**config.mk**
```make
export PLATFORM = sky130hd
export DESIGN_NAME = regfile_arbiter
export DESIGN_NICKNAME = d
export VERILOG_FILES = /design/src/rtl/regfile_arb_pkg.sv /design/src/rtl/rr_arb2.sv /design/src/rtl/regfile_arbiter.sv
export SDC_FILE = /design/constraint.sdc
export NUM_CORES = 1
export LEC_CHECK = 0
export BUFFER_PORTS_ARGS = -buffer_cell sky130_fd_sc_hd__buf_2
export CORE_MARGIN = 2
export CORE_UTILIZATION = 46
export DETAILED_ROUTE_END_ITERATION = 8
export HOLD_SLACK_MARGIN = 0.15
export MAX_ROUTING_LAYER = met4
export PLACE_DENSITY = 0.83
export SETUP_SLACK_MARGIN = 0.02
export SYNTH_ARGS = -nofsm -noshare
export SYNTH_HDL_FRONTEND = slang
export SYNTH_SLANG_ARGS = --single-unit
```
**constraint.sdc**
```tcl
create_clock -name CLK -period 2.1 [get_ports CLK]
set_input_delay 0.21 -clock CLK [delete_from_list [all_inputs] [get_ports CLK]]
set_output_delay 0.21 -clock CLK [all_outputs]
set_load 0.1 [all_outputs]
```
**src/rtl/regfile_arb_pkg.sv**
```systemverilog
// Shared types for the register-file arbiter: FSM states, latched command and the
// round-robin grant helper used by rr_arb2.
package regfile_arb_pkg;

    localparam int RF_DW = 16;
    localparam int RF_AW = 3;

    typedef enum logic [1:0] {
        IDLE  = 2'd0,
        ISSUE = 2'd1,
        RESP  = 2'd2
    } state_t;

    typedef struct packed {
        logic             id;
        logic             we;
        logic [RF_AW-1:0] aa;
        logic [RF_AW-1:0] ba;
        logic [RF_AW-1:0] da;
        logic [RF_DW-1:0] dd;
    } rf_cmd_t;

    // With both requesters eligible the one that did not win last time is chosen.
    function automatic logic [1:0] rr_grant(input logic [1:0] req, input logic last_grant);
        logic [1:0] gnt;
        case (req)
            2'b01:   gnt = 2'b01;
            2'b10:   gnt = 2'b10;
            2'b11:   gnt = last_grant ? 2'b01 : 2'b10;
            default: gnt = 2'b00;
        endcase
        return gnt;
    endfunction

endpackage

```
**src/rtl/rr_arb2.sv**
```systemverilog
// Two-way round-robin grant with a last_grant register; the optional grant lock is
// compiled in with RFARB_LOCK_EN.
module rr_arb2
    import regfile_arb_pkg::*;
(
    input  logic       CLK,
    input  logic       RESET,
    input  logic [1:0] req,
    input  logic [1:0] lock,
    output logic [1:0] gnt
);

    logic       last_grant_reg;
    logic [1:0] eligible;
    logic       accept;
    logic       gnt_id;

    // A grant is only offered to a valid requester, so any grant is a handshake.
    assign accept = |gnt;
    assign gnt_id = gnt[1];

`ifdef RFARB_LOCK_EN
    logic lock_held_reg;
    logic lock_owner_reg;

    always_comb begin
        eligible = req;
        if (lock_held_reg) begin
            eligible = lock_owner_reg ? (req & 2'b10) : (req & 2'b01);
        end
    end

    // While held only the owner can be granted, so a lock=0 handshake always releases.
    always_ff @(posedge CLK or posedge RESET) begin
        if (RESET) begin
            lock_held_reg  <= 1'b0;
            lock_owner_reg <= 1'b0;
        end else if (accept) begin
            if (lock[gnt_id]) begin
                lock_held_reg  <= 1'b1;
                lock_owner_reg <= gnt_id;
            end else begin
                lock_held_reg  <= 1'b0;
            end
        end
    end
`else
    logic unused_lock;
    assign unused_lock = ^lock;
    assign eligible    = req;
`endif

    always_comb begin
        gnt = rr_grant(eligible, last_grant_reg);
    end

    always_ff @(posedge CLK or posedge RESET) begin
        if (RESET) begin
            last_grant_reg <= 1'b1;
        end else if (accept) begin
            last_grant_reg <= gnt_id;
        end
    end

endmodule

```
**src/rtl/regfile_arbiter.sv**
```systemverilog
// Shares one 8x16 register file between two requesters, one command in flight at a time.
// Define RFARB_LOCK_EN to let a requester hold the grant across commands.
module regfile_arbiter
    import regfile_arb_pkg::*;
#(
    parameter int DW = RF_DW,
    parameter int AW = RF_AW
) (
    input  logic          CLK,
    input  logic          RESET,
    input  logic          req0_valid,
    output logic          req0_ready,
    input  logic          req0_we,
    input  logic [AW-1:0] req0_aa,
    input  logic [AW-1:0] req0_ba,
    input  logic [AW-1:0] req0_da,
    input  logic [DW-1:0] req0_dd,
    input  logic          req0_lock,
    input  logic          req1_valid,
    output logic          req1_ready,
    input  logic          req1_we,
    input  logic [AW-1:0] req1_aa,
    input  logic [AW-1:0] req1_ba,
    input  logic [AW-1:0] req1_da,
    input  logic [DW-1:0] req1_dd,
    input  logic          req1_lock,
    output logic          rsp0_valid,
    input  logic          rsp0_ready,
    output logic          rsp1_valid,
    input  logic          rsp1_ready,
    output logic [DW-1:0] rsp_ad,
    output logic [DW-1:0] rsp_bd,
    output logic [AW-1:0] AA,
    output logic [AW-1:0] BA,
    output logic [AW-1:0] DA,
    output logic [DW-1:0] DD,
    output logic          RW,
    input  logic [DW-1:0] AD,
    input  logic [DW-1:0] BD
);

    state_t        state_reg, state_next;
    rf_cmd_t       cmd_reg, cmd_next;
    logic [DW-1:0] rsp_ad_reg, rsp_bd_reg;
    logic [1:0]    arb_req;
    logic [1:0]    arb_gnt;
    logic [1:0]    rsp_ready_vec;
    logic [1:0]    rsp_valid_vec;
    logic          accept;
    logic          rsp_done;

    // Requests are only visible to the arbiter while idle, so ready drops in ISSUE/RESP.
    assign arb_req = (state_reg == IDLE) ? {req1_valid, req0_valid} : 2'b00;

    rr_arb2 u_rr_arb2 (
        .CLK   (CLK),
        .RESET (RESET),
        .req   (arb_req),
        .lock  ({req1_lock, req0_lock}),
        .gnt   (arb_gnt)
    );

    assign req0_ready = arb_gnt[0];
    assign req1_ready = arb_gnt[1];
    assign accept     = |arb_gnt;

    always_comb begin
        cmd_next = cmd_reg;
        if (accept) begin
            if (arb_gnt[1]) begin
                cmd_next = '{id: 1'b1, we: req1_we, aa: req1_aa, ba: req1_ba,
                             da: req1_da, dd: req1_dd};
            end else begin
                cmd_next = '{id: 1'b0, we: req0_we, aa: req0_aa, ba: req0_ba,
                             da: req0_da, dd: req0_dd};
            end
        end
    end

    assign rsp_ready_vec = {rsp1_ready, rsp0_ready};

    for (genvar gi = 0; gi < 2; gi++) begin : g_rsp
        assign rsp_valid_vec[gi] = (state_reg == RESP) && (cmd_reg.id == 1'(gi));
    end

    assign rsp_done = rsp_valid_vec[cmd_reg.id] && rsp_ready_vec[cmd_reg.id];

    always_comb begin
        state_next = state_reg;
        case (state_reg)
            IDLE:    if (accept)   state_next = ISSUE;
            ISSUE:                 state_next = RESP;
            RESP:    if (rsp_done) state_next = IDLE;
            default:               state_next = IDLE;
        endcase
    end

    always_ff @(posedge CLK or posedge RESET) begin
        if (RESET) begin
            state_reg <= IDLE;
            cmd_reg   <= '0;
        end else begin
            state_reg <= state_next;
            cmd_reg   <= cmd_next;
        end
    end

    // Read data is sampled at the edge that performs the write, hence pre-write values.
    always_ff @(posedge CLK or posedge RESET) begin
        if (RESET) begin
            rsp_ad_reg <= '0;
            rsp_bd_reg <= '0;
        end else if (state_reg == ISSUE) begin
            rsp_ad_reg <= AD;
            rsp_bd_reg <= BD;
        end
    end

    assign rsp0_valid = rsp_valid_vec[0];
    assign rsp1_valid = rsp_valid_vec[1];
    assign rsp_ad     = rsp_ad_reg;
    assign rsp_bd     = rsp_bd_reg;

    // Addresses follow the command register, which only changes on a handshake.
    assign AA = cmd_reg.aa;
    assign BA = cmd_reg.ba;
    assign DA = cmd_reg.da;
    assign DD = cmd_reg.dd;
    assign RW = (state_reg == ISSUE) && cmd_reg.we;

endmodule

```
==> out/results.ini, run 1 <==
[sta]
tightest_slew_ns = 1.21
slew_headroom_pct = 19.2
finalSetupViolCount = 0
fmax_ghz = 0.537
finalCritPeriodShare_pct = 88.7
timing.final.max_slew_violations = 0
post-route-min-period_ns = 1.86
final_hold_viol_count = 0
skew_ns = 0.0119
fin_setup_tns_ns = 0
grt_setup_unrepaired = false

[cells_and_area]
fin_nets = 495
antenna_cells = 0
regArea_mm2 = 0.00155
multi_input_area_mm2 = 0.00128
drive_above_1_share_pct = 59.8
syn2layout_area_growth_pct = 39.1
nFillCells = 493

[logic_synthesis]
yosys.area.top_type = dfrtp_1
syn_inst = 241
synth.most_common_cell = dfrtp_1
synth_edf_count = 0
async_flop_share_pct = 100
yosys_warnings = 0
ys.flop_type = dfrtp_1
yosysUniqueCellTypes = 28
syn-cell-area_mm2 = 0.00317
yosys-top-cells-count = dfrtp_1 (61), mux2_2 (33), buf_4 (29)
ys_seq_area_share_pct = 49.0
synth_top_area_share_pct = 48.2
synth_nets = 333
ys_top_cells_by_area = dfrtp_1 (48%), mux2_2 (12%), a221o_1 (8.2%)
synth_area_per_cell_um2 = 13.2
yosys_register_bits = 62

[floorplan]
initial_utilization_pct = 47.2
die_x_um = 87.0
io_pins = 154
core_region_area_mm2 = 0.00672
placementRows = 30
die-area_mm2 = 0.00757
die_y_um = 87.0

[clocking]
clockBufferDepth = 2
htree_levels = 3
cts_buffers = 9
worstSkewPairLatency_ns = 0.34
cts_root_buf = clkbuf_8
clk_pin_slew_worst_paths_ns = 0.07
ctsResizeCount = 0
cts_tree = yes
clock_sinks = 62

[grt]
top_usage_layer = met2
gr-usage-met3_pct = 4.93
grt.overflow.total = 0
grt_pass1_vias = 2496
gr-usage-met1_pct = 28.2
grt_pass1_wl_mm = 12.8
grt_use_met2_pct = 37.5
grt_max_degree = 63
grt_antenna_before_repair = 0
grtUsageTotal_pct = 23.0

[drt]
vias_per_cell = 5.22
wl_per_cell_um = 18.1
vias = 2548
firstDrtPassIters = 4
drc = 0
wirelength_mm = 8.83
drtIter0Drc = 84
drt.antenna.violating_nets = 0

[setup_path]
worstSetupPathType = flop to output pin
r2r_slack_ns = 0.29
start_kind = flop
cp.arrival_ns = 1.65
cpPeakStageDelay_ns = 0.43
critPathMaxFanout = 14
crit_slowest_cell = dfrtp_1
crit_path_end_kind = output pin
path_cells = nor2_4, nand3_4, inv_2, buf_12
crit_required_ns = 1.89

[placement]
place_hpwl_mm = 5.11
io_buffer_count = 151
gp_congestion = 0.750

[run_status]
outcome = finished, final reports clean

[run]
cap_violations = 0

[hold_path]
hold_class = input pin to flop

[worst paths after layout]
path                                                        endpoint                     start  cells after the start
worst min-delay path                        state_reg[1]$_DFFE_PP0P_                rsp0_ready                      3
worst max register to register                     AA[2]$_DFFE_PP0P_  state_reg[1]$_DFFE_PP0P_                      4
worst min register to register                 rsp_bd[2]$_DFFE_PP0N_     rsp_bd[2]$_DFFE_PP0N_                      1
min in group asynchronous                      rsp_bd[8]$_DFFE_PP0N_                     RESET                      4
worst max-delay path                                      req1_ready  state_reg[1]$_DFFE_PP0P_                      4
max in group asynchronous       u_rr_arb2.last_grant_reg$_DFFE_PP1P_                     RESET                      4
[worst max-delay path: cells and delay by family, from the launching register on]
family	cells	cell delay [ns]
simple gates	2	0.55
flops	1	0.43
buf+inv	2	0.33
[metal layers]
metal  up-vias  share of wire [%]
met5         -                  0
met4         0                1.6
met3        16                7.3
met2       114                 49
met1      1210                 42
li1       1208                  -
[layout by cell type (no fill, tap or decap), drive strengths merged]
master	instances
a21o	1
a21oi	1
a221o	26
and4	26
buf	163
bufinv	1
clkbuf	10
clkinv	1
clkinvlp	3
dfrtp	61
dfstp	1
dlygate4sd3	33
inv	7
mux2	33
nand2	2
nand2b	2
nand3	2
nor2	5
nor3b	26
o21ai	3
or2	1
[area by class of cell]
cell class,instances,share of cell area (%)
clock buffer,10,3.12
clock inverter,6,1.59
inverter,6,0.511
multi-input combinational,128,29.0
sequential,62,35.2
tap,80,2.27
timing repair buffer,196,28.3
[stage by stage]
stage | hold WS, ns | setup WS, ns | util, % | std cells | instance area, um^2
6_report | 0.178 | 0.237 | 65.6 | 488 | 4410
5_1_grt | 0.186 | 0.153 | 65.6 | 488 | 4410
3_5_place_dp | 0.298 | 0.301 | 56.9 | 433 | 3820
3_3_place_gp | 0.292 | 0.332 | 56.9 | 433 | 3820
4_1_cts | 0.164 | 0.0284 | 64.9 | 482 | 4360
2_1_floorplan | 0.360 | 0.0562 | - | 241 | 3180
[timing repair]
| action | in CTS | in global routing |
|---|---|---|
| buffers inserted | 0 | 5 |
| endpoints found under the setup margin | 1 | 1 |
| endpoints found under the hold margin | 93 | 0 |
| pin swaps | 1 | 2 |
| gates cloned | 0 | 1 |
| hold buffers | 33 | 0 |
[cells by family (layout without fill, tap and decap cells)]
group | after synthesis | in the layout | share of synthesized area [%]
buffers and inverters | 52 | 218 | 11.2
AOI/OAI and AO/OA | 31 | 31 | 9.20
DFF | 62 | 62 | 49.0
muxes | 33 | 33 | 11.7
and+or+nand+nor | 63 | 64 | 18.9
Power of run 1 is left out: the tool's default activity adds up to more than one toggle a clock period on the data nets, which glitch-free logic cannot reach.
==> run 2: changes to the inputs <==
--- a/config.mk
+++ b/config.mk
@@ -5,10 +5,11 @@
 export SDC_FILE = /design/constraint.sdc
 export NUM_CORES = 1
 export LEC_CHECK = 0
-export BUFFER_PORTS_ARGS = -buffer_cell sky130_fd_sc_hd__buf_2
+export BUFFER_PORTS_ARGS = -buffer_cell sky130_fd_sc_hd__buf_4
 export CORE_MARGIN = 2
 export CORE_UTILIZATION = 46
 export DETAILED_ROUTE_END_ITERATION = 8
+export GPL_ROUTABILITY_DRIVEN = 0
 export HOLD_SLACK_MARGIN = 0.15
 export MAX_ROUTING_LAYER = met4
 export PLACE_DENSITY = 0.83
==> run 2 against run 1 <==
Net effect:
- via count increased by 1.5%
- final area increased by 5.9%
- sequential share of layout area decreased by 2.0 points
- hold slack improved by 0.039 ns
- critical path depth increased by 1
- first-iteration DRC count decreased by 14%
- register-to-register slack improved by 0.19 ns
- highest routed layer unchanged
- clock skew increased by 0.00086 ns
==> out/results.ini, run 2 (same netlist as run 1, synthesis figures left out) <==
[sta]
final_hold_viol_count = 0
fmax_ghz = 0.545
finalCritPeriodShare_pct = 87.4
finalSetupViolCount = 0
fin_setup_tns_ns = 0
skew_ns = 0.0127
post-route-min-period_ns = 1.84
timing.final.max_slew_violations = 0
worst_slack_ns = 0.264
grt_setup_unrepaired = false
tightest_slew_ns = 1.20
slew_headroom_pct = 20.3

[cells_and_area]
fin_util_pct = 69.5
antenna_cells = 0
syn2layout_area_growth_pct = 47.3
finalNonFillerCells = 482
drive_above_1_share_pct = 59.0
layout_commonest_cell = buf_4
multi_input_area_mm2 = 0.00127
nFillCells = 464
layout_common_cells = buf_4 (157), dfrtp_1 (61), mux2_2 (33), dlygate4sd3_1 (33), a221o_1 (26)
fin_nets = 490
regArea_mm2 = 0.00155

[placement]
placed_cells = 434
io_buffer_count = 151
place_hpwl_mm = 5.42
pre_cts_ws_ns = 0.291

[clocking]
htree_levels = 3
ctsResizeCount = 0
clockBufferDepth = 2
clock_sinks = 62
cts_root_buf = clkbuf_8
cts_tree = yes
cts_setup_buffers = 0
worstSkewPairLatency_ns = 0.33
clk_pin_slew_worst_paths_ns = 0.06
cts_buffers = 9

[drt]
vias_per_cell = 5.36
wl_per_cell_um = 18.2
wirelength_mm = 8.77
drtIter0Drc = 72
drc = 0
vias = 2585
firstDrtPassIters = 4
drt.antenna.violating_nets = 0

[grt]
grt.overflow.total = 0
grt_pass1_wl_mm = 13.4
grt_max_degree = 63
grt_antenna_before_repair = 0
grtUsageTotal_pct = 23.8
grt_pass1_vias = 2641

[floorplan]
die_y_um = 87.0
io_pins = 154
die_x_um = 87.0
placementRows = 30
initial_utilization_pct = 47.2
die-area_mm2 = 0.00757
core_region_area_mm2 = 0.00672

[run]
cap_violations = 0

[setup_path]
critPathCapture = req0_ready
start_kind = flop
critPathMaxFanout = 13
worstRegToRegCells = 3
crit_path_end_kind = output pin
r2r-start = state_reg[1]$_DFFE_PP0P_
crit_path_start = state_reg[0]$_DFFE_PP0P_
rr_endpoint = rsp_ad[4]$_DFFE_PP0N_
crit_required_ns = 1.89
cp.arrival_ns = 1.63
worstSetupPathType = flop to output pin
r2r_slack_ns = 0.48

[run_status]
outcome = finished, final reports clean

[hold_path]
hold_class = input pin to flop

[run 2: layer usage]
metal  track usage (%)  routed length [um]  vias to the layer above
met2              41.2                4480                      117
met1              27.7                3500                     1257
met4              7.39                 128                        0
li1                  -                   -                     1194
met3              5.02                 653                       17
met5                 -                   0                        -
[run 2: critical path, stage by stage (launching register included)]
cell and delay, ns:
dfrtp_1 0.43, nor2_4 0.19, buf_4 0.20, nand2_1 0.08
a21oi_2 0.11, buf_4 0.30
[run 2: worst min path at each step]
stage	start	depth (start not counted)	endpoint	slack, ns
after floorplan	AD[13]	1	rsp_ad[13]$_DFFE_PP0N_	0.36
after global placement	BD[4]	2	rsp_bd[4]$_DFFE_PP0N_	0.44
after detailed placement	BD[14]	2	rsp_bd[14]$_DFFE_PP0N_	0.45
after CTS	rsp1_ready	3	state_reg[1]$_DFFE_PP0P_	0.22
after global routing	rsp1_ready	3	state_reg[1]$_DFFE_PP0P_	0.24
final	rsp1_ready	3	state_reg[1]$_DFFE_PP0P_	0.22
[run 2: final cells by class]
class | instances | share of cell area, %
sequential | 62 | 33.3
timing repair buffer | 192 | 33.2
multi-input combinational | 127 | 27.2
clock buffer | 12 | 3.32
tap | 80 | 2.14
inverter | 6 | 0.482
clock inverter | 3 | 0.429
[run 2: timing repair]
item	in CTS	in global routing
setup endpoints to repair	0	0
endpoints found under the hold margin	93	0
hold buffers	33	0
[run 2: through the flow]
stage / hold WS (ns) / cell area (um^2)
floorplan: 0.360 / 3180
global placement: 0.444 / 4160
global route: 0.235 / 4670
CTS: 0.218 / 4670
detailed placement: 0.447 / 4160
finish: 0.218 / 4670
Power of run 2 is left out for the same reason.
